$ cat src/rtl/lsu_pkg.sv
// Load/store unit shared types: FSM states, exception causes, funct3 codes.
// Imported by lsu_align and lsu_unit.
package lsu_pkg;

    typedef enum logic [2:0] {
        S_IDLE,
        S_REQ,
        S_WAIT,
        S_WB,
        S_DRAIN
    } lsu_state_e;

    localparam logic [3:0] CAUSE_LD_MISAL = 4'd4;
    localparam logic [3:0] CAUSE_LD_FAULT = 4'd5;
    localparam logic [3:0] CAUSE_ST_MISAL = 4'd6;
    localparam logic [3:0] CAUSE_ST_FAULT = 4'd7;

    localparam logic [2:0] F3_LB  = 3'd0;
    localparam logic [2:0] F3_LH  = 3'd1;
    localparam logic [2:0] F3_LW  = 3'd2;
    localparam logic [2:0] F3_LD  = 3'd3;
    localparam logic [2:0] F3_LBU = 3'd4;
    localparam logic [2:0] F3_LHU = 3'd5;
    localparam logic [2:0] F3_LWU = 3'd6;

    localparam logic [2:0] F3_SB = 3'd0;
    localparam logic [2:0] F3_SH = 3'd1;
    localparam logic [2:0] F3_SW = 3'd2;
    localparam logic [2:0] F3_SD = 3'd3;

    // Illegal funct3 is reported with the misalign cause of its direction.
    function automatic logic [3:0] exc_cause(input logic st, input logic misal);
        if (misal) return st ? CAUSE_ST_MISAL : CAUSE_LD_MISAL;
        return st ? CAUSE_ST_FAULT : CAUSE_LD_FAULT;
    endfunction

endpackage

$ cat src/rtl/lsu_align.sv
// Combinational lane logic: store strobe/data shift, misalign/illegal check,
// load byte extraction with sign/zero extension. Ports: st_* store side, ld_* load side.
module lsu_align
    import lsu_pkg::*;
#(
    parameter  int XLEN = 32,
    localparam int NB   = XLEN / 8,
    localparam int OW   = $clog2(NB)
) (
    input  logic [OW-1:0]   st_off_i,
    input  logic [2:0]      st_f3_i,
    input  logic            st_is_store_i,
    input  logic [XLEN-1:0] st_data_i,
    output logic [NB-1:0]   st_strobe_o,
    output logic [XLEN-1:0] st_wdata_o,
    output logic            st_exc_o,
    input  logic [OW-1:0]   ld_off_i,
    input  logic [2:0]      ld_f3_i,
    input  logic [XLEN-1:0] ld_rdata_i,
    output logic [XLEN-1:0] ld_data_o
);

    localparam bit IS64 = (XLEN == 64);

    logic [NB-1:0]   bmask;
    logic [OW-1:0]   amask;
    logic            illegal;
    logic [XLEN-1:0] sh;

    always_comb begin
        bmask = NB'(8'h01);
        amask = '0;
        case (st_f3_i[1:0])
            2'd0: begin bmask = NB'(8'h01); amask = OW'(3'd0); end
            2'd1: begin bmask = NB'(8'h03); amask = OW'(3'd1); end
            2'd2: begin bmask = NB'(8'h0F); amask = OW'(3'd3); end
            2'd3: begin bmask = NB'(8'hFF); amask = OW'(3'd7); end
        endcase
    end

    always_comb begin
        if (st_is_store_i)
            illegal = st_f3_i[2] | (!IS64 & (st_f3_i[1:0] == 2'd3));
        else
            illegal = (st_f3_i == 3'd7)
                    | (!IS64 & ((st_f3_i == F3_LD) | (st_f3_i == F3_LWU)));
    end

    assign st_exc_o    = illegal | (|(st_off_i & amask));
    assign st_strobe_o = bmask << st_off_i;
    assign st_wdata_o  = st_data_i << {st_off_i, 3'b000};

    assign sh = ld_rdata_i >> {ld_off_i, 3'b000};

    always_comb begin
        ld_data_o = sh;
        unique case (ld_f3_i)
            F3_LB:   ld_data_o = XLEN'($signed(sh[7:0]));
            F3_LH:   ld_data_o = XLEN'($signed(sh[15:0]));
            F3_LW:   ld_data_o = XLEN'($signed(sh[31:0]));
            F3_LBU:  ld_data_o = XLEN'(sh[7:0]);
            F3_LHU:  ld_data_o = XLEN'(sh[15:0]);
            F3_LWU:  ld_data_o = XLEN'(sh[31:0]);
            default: ld_data_o = sh;
        endcase
    end

endmodule

$ cat src/rtl/lsu_unit.sv
// Load/store unit: issue -> bus request -> response wait -> writeback, one op in flight.
// Ports: issue_* from register manager, mem_* bus, wb_* writeback; flush drops the op.
module lsu_unit
    import lsu_pkg::*;
#(
    parameter int XLEN        = 32,
    parameter int TIMEOUT_CYC = 255
) (
    input  logic              clk,
    input  logic              rst,
    input  logic              flush,
    input  logic              issue_v,
    output logic              issue_ready,
    input  logic              is_store,
    input  logic [2:0]        funct3,
    input  logic [XLEN-1:0]   rs1,
    input  logic [XLEN-1:0]   rs2,
    input  logic [XLEN-1:0]   imm,
    input  logic [4:0]        rd_i,
    output logic              mem_req_v,
    input  logic              mem_req_ready,
    output logic              mem_we,
    output logic [XLEN-1:0]   mem_adr,
    output logic [XLEN-1:0]   mem_wdata,
    output logic [XLEN/8-1:0] mem_strobe,
    input  logic              mem_resp_v,
    input  logic [XLEN-1:0]   mem_rdata,
    input  logic              mem_err,
    output logic              wb_v,
    input  logic              wb_ready,
    output logic [4:0]        wb_rd,
    output logic [XLEN-1:0]   wb_data,
    output logic              wb_exc,
    output logic [3:0]        wb_cause
);

    localparam int          NB      = XLEN / 8;
    localparam int          OW      = $clog2(NB);
    localparam bit          TO_EN   = (TIMEOUT_CYC != 0);
    localparam logic [31:0] TO_LAST = 32'(TIMEOUT_CYC - 1);

    lsu_state_e      state_q, state_d;
    logic [XLEN-1:0] adr_q, adr_d;
    logic [XLEN-1:0] wdata_q, wdata_d;
    logic [NB-1:0]   strb_q, strb_d;
    logic [2:0]      f3_q, f3_d;
    logic            st_q, st_d;
    logic [4:0]      rd_q, rd_d;
    logic [31:0]     cnt_q, cnt_d;
    logic [XLEN-1:0] wb_data_q, wb_data_d;
    logic [4:0]      wb_rd_q, wb_rd_d;
    logic            wb_exc_q, wb_exc_d;
    logic [3:0]      wb_cause_q, wb_cause_d;

    logic [XLEN-1:0] adr_c, al_wdata, al_ld;
    logic [NB-1:0]   al_strb;
    logic            al_exc, accept, timeout;

    assign adr_c       = rs1 + imm;
    assign issue_ready = (state_q == S_IDLE) & !flush & !rst;
    assign accept      = issue_v & issue_ready;
    // cnt_q counts completed WAIT/DRAIN cycles; this is the last allowed one.
    assign timeout     = TO_EN & (cnt_q == TO_LAST);

    lsu_align #(.XLEN(XLEN)) u_align (
        .st_off_i      (adr_c[OW-1:0]),
        .st_f3_i       (funct3),
        .st_is_store_i (is_store),
        .st_data_i     (rs2),
        .st_strobe_o   (al_strb),
        .st_wdata_o    (al_wdata),
        .st_exc_o      (al_exc),
        .ld_off_i      (adr_q[OW-1:0]),
        .ld_f3_i       (f3_q),
        .ld_rdata_i    (mem_rdata),
        .ld_data_o     (al_ld)
    );

    always_ff @(posedge clk) begin
        if (rst) begin
            state_q    <= S_IDLE;
            adr_q      <= '0;
            wdata_q    <= '0;
            strb_q     <= '0;
            f3_q       <= '0;
            st_q       <= 1'b0;
            rd_q       <= '0;
            cnt_q      <= '0;
            wb_data_q  <= '0;
            wb_rd_q    <= '0;
            wb_exc_q   <= 1'b0;
            wb_cause_q <= '0;
        end else begin
            state_q    <= state_d;
            adr_q      <= adr_d;
            wdata_q    <= wdata_d;
            strb_q     <= strb_d;
            f3_q       <= f3_d;
            st_q       <= st_d;
            rd_q       <= rd_d;
            cnt_q      <= cnt_d;
            wb_data_q  <= wb_data_d;
            wb_rd_q    <= wb_rd_d;
            wb_exc_q   <= wb_exc_d;
            wb_cause_q <= wb_cause_d;
        end
    end

    always_comb begin
        state_d    = state_q;
        adr_d      = adr_q;
        wdata_d    = wdata_q;
        strb_d     = strb_q;
        f3_d       = f3_q;
        st_d       = st_q;
        rd_d       = rd_q;
        cnt_d      = cnt_q;
        wb_data_d  = wb_data_q;
        wb_rd_d    = wb_rd_q;
        wb_exc_d   = wb_exc_q;
        wb_cause_d = wb_cause_q;
        unique case (state_q)
            S_IDLE: begin
                if (accept) begin
                    adr_d   = adr_c;
                    wdata_d = al_wdata;
                    strb_d  = al_strb;
                    f3_d    = funct3;
                    st_d    = is_store;
                    rd_d    = rd_i;
                    cnt_d   = '0;
                    if (al_exc) begin
                        state_d    = S_WB;
                        wb_exc_d   = 1'b1;
                        wb_cause_d = exc_cause(is_store, 1'b1);
                        wb_data_d  = adr_c;
                        wb_rd_d    = '0;
                    end else begin
                        state_d    = S_REQ;
                        wb_exc_d   = 1'b0;
                        wb_cause_d = '0;
                    end
                end
            end
            S_REQ: begin
                if (flush)              state_d = S_IDLE;
                else if (mem_req_ready) state_d = S_WAIT;
            end
            S_WAIT: begin
                cnt_d = cnt_q + 32'd1;
                if (mem_resp_v) begin
                    // Flush racing the response: nothing left to drain.
                    state_d = flush ? S_IDLE : S_WB;
                    if (mem_err) begin
                        wb_exc_d   = 1'b1;
                        wb_cause_d = exc_cause(st_q, 1'b0);
                        wb_data_d  = adr_q;
                        wb_rd_d    = '0;
                    end else begin
                        wb_data_d = st_q ? '0 : al_ld;
                        wb_rd_d   = st_q ? 5'd0 : rd_q;
                    end
                end else if (flush) begin
                    state_d = S_DRAIN;
                end else if (timeout) begin
                    state_d    = S_WB;
                    wb_exc_d   = 1'b1;
                    wb_cause_d = exc_cause(st_q, 1'b0);
                    wb_data_d  = adr_q;
                    wb_rd_d    = '0;
                end
            end
            S_WB: begin
                if (flush || wb_ready) state_d = S_IDLE;
            end
            S_DRAIN: begin
                cnt_d = cnt_q + 32'd1;
                if (mem_resp_v || timeout) state_d = S_IDLE;
            end
            default: state_d = S_IDLE;
        endcase
    end

    assign mem_req_v  = (state_q == S_REQ) & !flush;
    assign mem_we     = st_q;
    assign mem_adr    = {adr_q[XLEN-1:OW], {OW{1'b0}}};
    assign mem_wdata  = wdata_q;
    assign mem_strobe = strb_q;

    assign wb_v     = (state_q == S_WB) & !flush;
    assign wb_rd    = wb_rd_q;
    assign wb_data  = wb_data_q;
    assign wb_exc   = wb_exc_q;
    assign wb_cause = wb_cause_q;

endmodule

$ cat config.mk
export PLATFORM = sky130hd
export DESIGN_NAME = lsu_unit
export DESIGN_NICKNAME = d
export VERILOG_FILES = /design/src/rtl/lsu_pkg.sv /design/src/rtl/lsu_align.sv /design/src/rtl/lsu_unit.sv
export SDC_FILE = /design/constraint.sdc
export NUM_CORES = 1
export LEC_CHECK = 0
export BUFFER_PORTS_ARGS = -buffer_cell sky130_fd_sc_hd__buf_2
export CAP_MARGIN = 30
export CORE_UTILIZATION = 54
export DETAILED_ROUTE_END_ITERATION = 16
export HOLD_SLACK_MARGIN = 0.12
export PLACE_DENSITY = 0.83
export SLEW_MARGIN = 30
export SYNTH_ARGS = -nofsm -noshare
export SYNTH_HDL_FRONTEND = slang
export SYNTH_SLANG_ARGS = --single-unit
$ cat constraint.sdc
create_clock -name clk -period 3.5 [get_ports clk]
set_input_delay 0.175 -clock clk [delete_from_list [all_inputs] [get_ports clk]]
set_output_delay 0.175 -clock clk [all_outputs]
set_load 0.005 [all_outputs]
==> results by group <==
Global routing
  • Total routing resource utilization after global routing: 0.3275
  • Total grt overflow: 0
  • Via count of the first global-routing pass: 9061
  • Maximum number of pins on one net before global-route repair: 89
  • Number of antenna violations at the first check in global routing: 1
  • Global-route wire length before repair: 46.65 mm

Die
  • Top-Level Pins: 259
  • Die Wd: 133.9 µm
  • Standard-cell row count: 47
  • Core region area: 0.01676 mm²
  • Die Y-Extent: 133.9 µm
  • DIE AREA: 0.01793 mm²
  • Starting utilization of the core area: 0.5607

Detailed routing
  • Routed via count divided by cell count: 6.042
  • Detailed Routing Iterations Pass 1: 6
  • Detailed router's first-iteration violation count: 929
  • Routed WL per cell: 17.91 µm
  • Number of remaining DRC errors: 0
  • Remaining antenna violation count after routing: 0
  • Metal1 wirelength: 12.35 mm
  • Detailed-routed wire length on met2: 13.80 mm
  • Met3 WL post-DR: 2.412 mm
  • Top routing layer in use: met4
  • Overall via count from detail_route: 10000
  • Routed Wire Length: 29.64 mm

Pwr
  • Switching Share: 0.3629
  • Switch Pwr: 2.283 mW
  • Internal Dissipation: 4.007 mW
  • Total power: 6.290 mW
  • Combinational fraction of design power: 0.354
  • Leakage dissipation: 5.011 nW
  • Largest voltage drop on the vdd net: 0.0003439 V
  • Power share of the clock group: 0.296
  • P per Cell Area: 551.6 mW/mm²
  • Sequential Power Share: 0.349

Place
  • Area after detailed placement: 0.01055 mm²
  • Routability Congestion: 0.9456
  • DP Worst Slack: 548.9 ps
  • HPWL Detailed: 21.55 mm
  • Port buffer count: 255
  • Number of cells after detailed placement: 1597

Layout
  • Area added between synthesis and finish: 21.36%
  • Fin area: 0.01140 mm²
  • Count of nets after finishing: 1600
  • Share of cells above drive strength 1: 0.2345
  • Area taken by multi-input logic gates: 0.005744 mm²
  • Filler instances: 1411
  • Sequential standard cell area: 0.003043 mm²
  • Final core utilization: 0.6804
  • Number of non-filler instances in the completed layout: 1655

STA
  • Worst slew pin tran: 722.1 ps
  • Period utilisation layout: 0.8084
  • Worst setup slack after layout: 670.6 ps
  • Peak clock frequency supported by timing: 353.4 MHz
  • Normalized max-slew margin: 0.5186
  • Final hold slack: 159.3 ps
  • RSZ-0062 raised after global routing: no
  • Final-report max-slew violation count: 0
  • Post-Route Skew: 8.359 ps
  • Clock period minus worst slack: 2829 ps
  • Setup-violating endpoint count in the final report: 0
  • Final hold violation count: 0
  • Post-Route Setup TNS: 0 ps

Setup path
  • Critical path origin: state_q[0]
  • Sort of element at the start of the critical path: register
  • Arr. time, crit path: 3100 ps
  • Data required, critical path: 3770 ps
  • Minimum setup slack among reg-to-reg paths: 670 ps
  • Setup CP Type: register to register
  • Reg-to-reg startpoint: state_q[0]
  • Category of the worst setup path capture point: register
  • Worst r2r path cells: 7
  • Worst reg2reg endpoint: wb_data[22]
  • Largest fanout on the critical path: 17

Hold path
  • Number of cells on the worst hold path: 4
  • Worst min-delay path category: input pin to register
  • Worst Hold Path EP: state_q[2]
  • Hold path start: mem_resp_v

Logic synthesis
  • Number of distinct library cells after synthesis: 73
  • Fraction of registers with async set or reset after synthesis: 0
  • Number of flops mapped to enable cells by yosys: 0
  • Post-synthesis cell count: 1215
  • Mapped Area: 0.009397 mm²
  • Register area share after synthesis: 0.3238
  • Avg Cell Area, Syn: 7.734 µm²
  • Synth Warn #: 0
  • Leading register cell type out of synthesis: sky130_fd_sc_hd__dfxtp_1
  • Flop and latch count out of synthesis: 152

Clocking
  • Clock tree buffer depth: 2
  • Latest clock arrival within the worst-skew pair: 420 ps
  • Clock-pin slew on the worst setup and hold paths: 60 ps
  • Number of clock sinks seen by CTS: 152
  • Number of cells upsized or downsized after cts: 0
  • Clock root cell: sky130_fd_sc_hd__clkbuf_16
  • CTS H-tree lvls: 4
  • Num CTS Buffers: 17
  • Clock tree from TritonCTS: yes

Outcome
  • Outcome: completed

Job
  • Maximum Capacitance Violations: 0
-- state kept, by name, summed over array words and instances (netlist names) --
| signal | cells |
|---|---|
| wb_rd | 5 |
| mem_wdata | 32 |
| wb_data | 32 |
| cnt_q | 32 |
| mem_we | 1 |
| adr_q | 32 |
| f3_q | 3 |
| wb_cause | 3 |
| rd_q | 5 |
| state_q | 3 |
| mem_strobe | 4 |
-- cell families after synthesis --
group	count (synthesis)	share of synthesized area
AO/OA/AOI/OAI	348	0.2382
XOR/XNOR	45	0.04194
adder cells (fa/ha/maj)	34	0.04607
buffers and inverters	129	0.06711
flip-flops	152	0.3238
multiplexers	50	0.05513
other	1	0.0003991
AND/OR/NAND/NOR	456	0.2273
-- metal layers --
layer | global-route usage | up-vias
met2 | 0.5337 | 504
met4 | 0.1326 | 0
met1 | 0.4283 | 4642
met5 | 0 | -
li1 | - | 4784
met3 | 0.05631 | 70
-- critical path, cell delays in order (launching register included) --
cell,delay (ps)
sky130_fd_sc_hd__dfxtp_1,420
sky130_fd_sc_hd__nor3_1,520
sky130_fd_sc_hd__nand3_4,320
sky130_fd_sc_hd__nor2_1,420
sky130_fd_sc_hd__o211a_1,490
sky130_fd_sc_hd__nand2_1,170
sky130_fd_sc_hd__a221oi_1,240
sky130_fd_sc_hd__nor4_1,90
-- how the worst max path moves through the flow --
stage	slack, ps	to	depth (start not counted)
CTS	670	wb_data[22]	7
finish	670	wb_data[22]	7
floorplan	920	wb_data[14]	12
detailed placement	550	wb_data[22]	12
global route	400	wb_data[22]	7
global placement	660	wb_data[24]	12
-- Yosys cell counts, types with 7 or more instances --
cell type | number | area, µm²
sky130_fd_sc_hd__dfxtp_1 | 152 | 3043
sky130_fd_sc_hd__nand2_1 | 138 | 518.0
sky130_fd_sc_hd__nor2_1 | 124 | 465.5
sky130_fd_sc_hd__a21oi_1 | 117 | 585.6
sky130_fd_sc_hd__o21ai_0 | 72 | 360.4
sky130_fd_sc_hd__nand3_1 | 68 | 340.3
sky130_fd_sc_hd__clkbuf_1 | 57 | 214.0
sky130_fd_sc_hd__a211oi_1 | 39 | 292.8
sky130_fd_sc_hd__buf_4 | 36 | 270.3
sky130_fd_sc_hd__mux2i_1 | 36 | 360.4
sky130_fd_sc_hd__ha_1 | 33 | 412.9
sky130_fd_sc_hd__nor3_1 | 33 | 165.2
sky130_fd_sc_hd__xor2_1 | 30 | 262.8
sky130_fd_sc_hd__a221oi_1 | 21 | 183.9
sky130_fd_sc_hd__o211ai_1 | 19 | 142.6
sky130_fd_sc_hd__a21o_1 | 15 | 112.6
sky130_fd_sc_hd__buf_1 | 15 | 56.30
sky130_fd_sc_hd__xnor2_1 | 15 | 131.4
sky130_fd_sc_hd__mux2_2 | 14 | 157.7
sky130_fd_sc_hd__nor2b_1 | 13 | 81.33
sky130_fd_sc_hd__nand4_1 | 12 | 75.07
sky130_fd_sc_hd__and3_1 | 11 | 68.82
sky130_fd_sc_hd__inv_1 | 11 | 41.29
sky130_fd_sc_hd__and2_1 | 9 | 56.30
sky130_fd_sc_hd__buf_2 | 9 | 45.04
sky130_fd_sc_hd__a22oi_1 | 7 | 52.55
sky130_fd_sc_hd__nand2b_1 | 7 | 43.79
sky130_fd_sc_hd__or4_1 | 7 | 52.55
-- power by group through the flow --
stage	registers (mW)	clock network (mW)	logic, mW
4_1_cts	2.19	1.88	2.20
5_1_grt	2.22	1.95	2.43
2_1_floorplan	2.15	0	1.55
3_3_place_gp	2.22	0	2.13
3_5_place_dp	2.22	0	2.17
6_report	2.20	1.86	2.23
-- final cells by class --
| type | instances | area share |
|---|---|---|
| multi-input cells | 936 | 0.5037 |
| clock inverters | 10 | 0.01097 |
| clock buffers | 21 | 0.04126 |
| diodes | 2 | 0.0004389 |
| inverters | 12 | 0.003950 |
| flip-flops and latches | 152 | 0.2668 |
| well taps | 220 | 0.02414 |
| repair buffers | 302 | 0.1487 |
-- layout by cell type, fill, tap and decap left out, drive strengths merged, types with 9 or more instances in the layout --
master       instances
dfxtp              152
ha                  33
a221oi              21
a21oi              118
nand2              138
nor2b               13
and2                 9
inv                 11
nand4               12
dlygate4sd3         25
a211oi              39
buf                277
nand3               68
mux2                14
nor3                34
a21o                15
clkbuf              21
xnor2               15
o21ai               74
and3                11
o211ai              19
mux2i               36
nor2               127
xor2                30
-- repair_timing --
action / 4_1_cts / 5_1_grt
endpoints found under the hold margin: 26 / 0
buffers inserted: 0 / 0
hold buffers: 25 / 0
(Power assumes the default switching activity.)
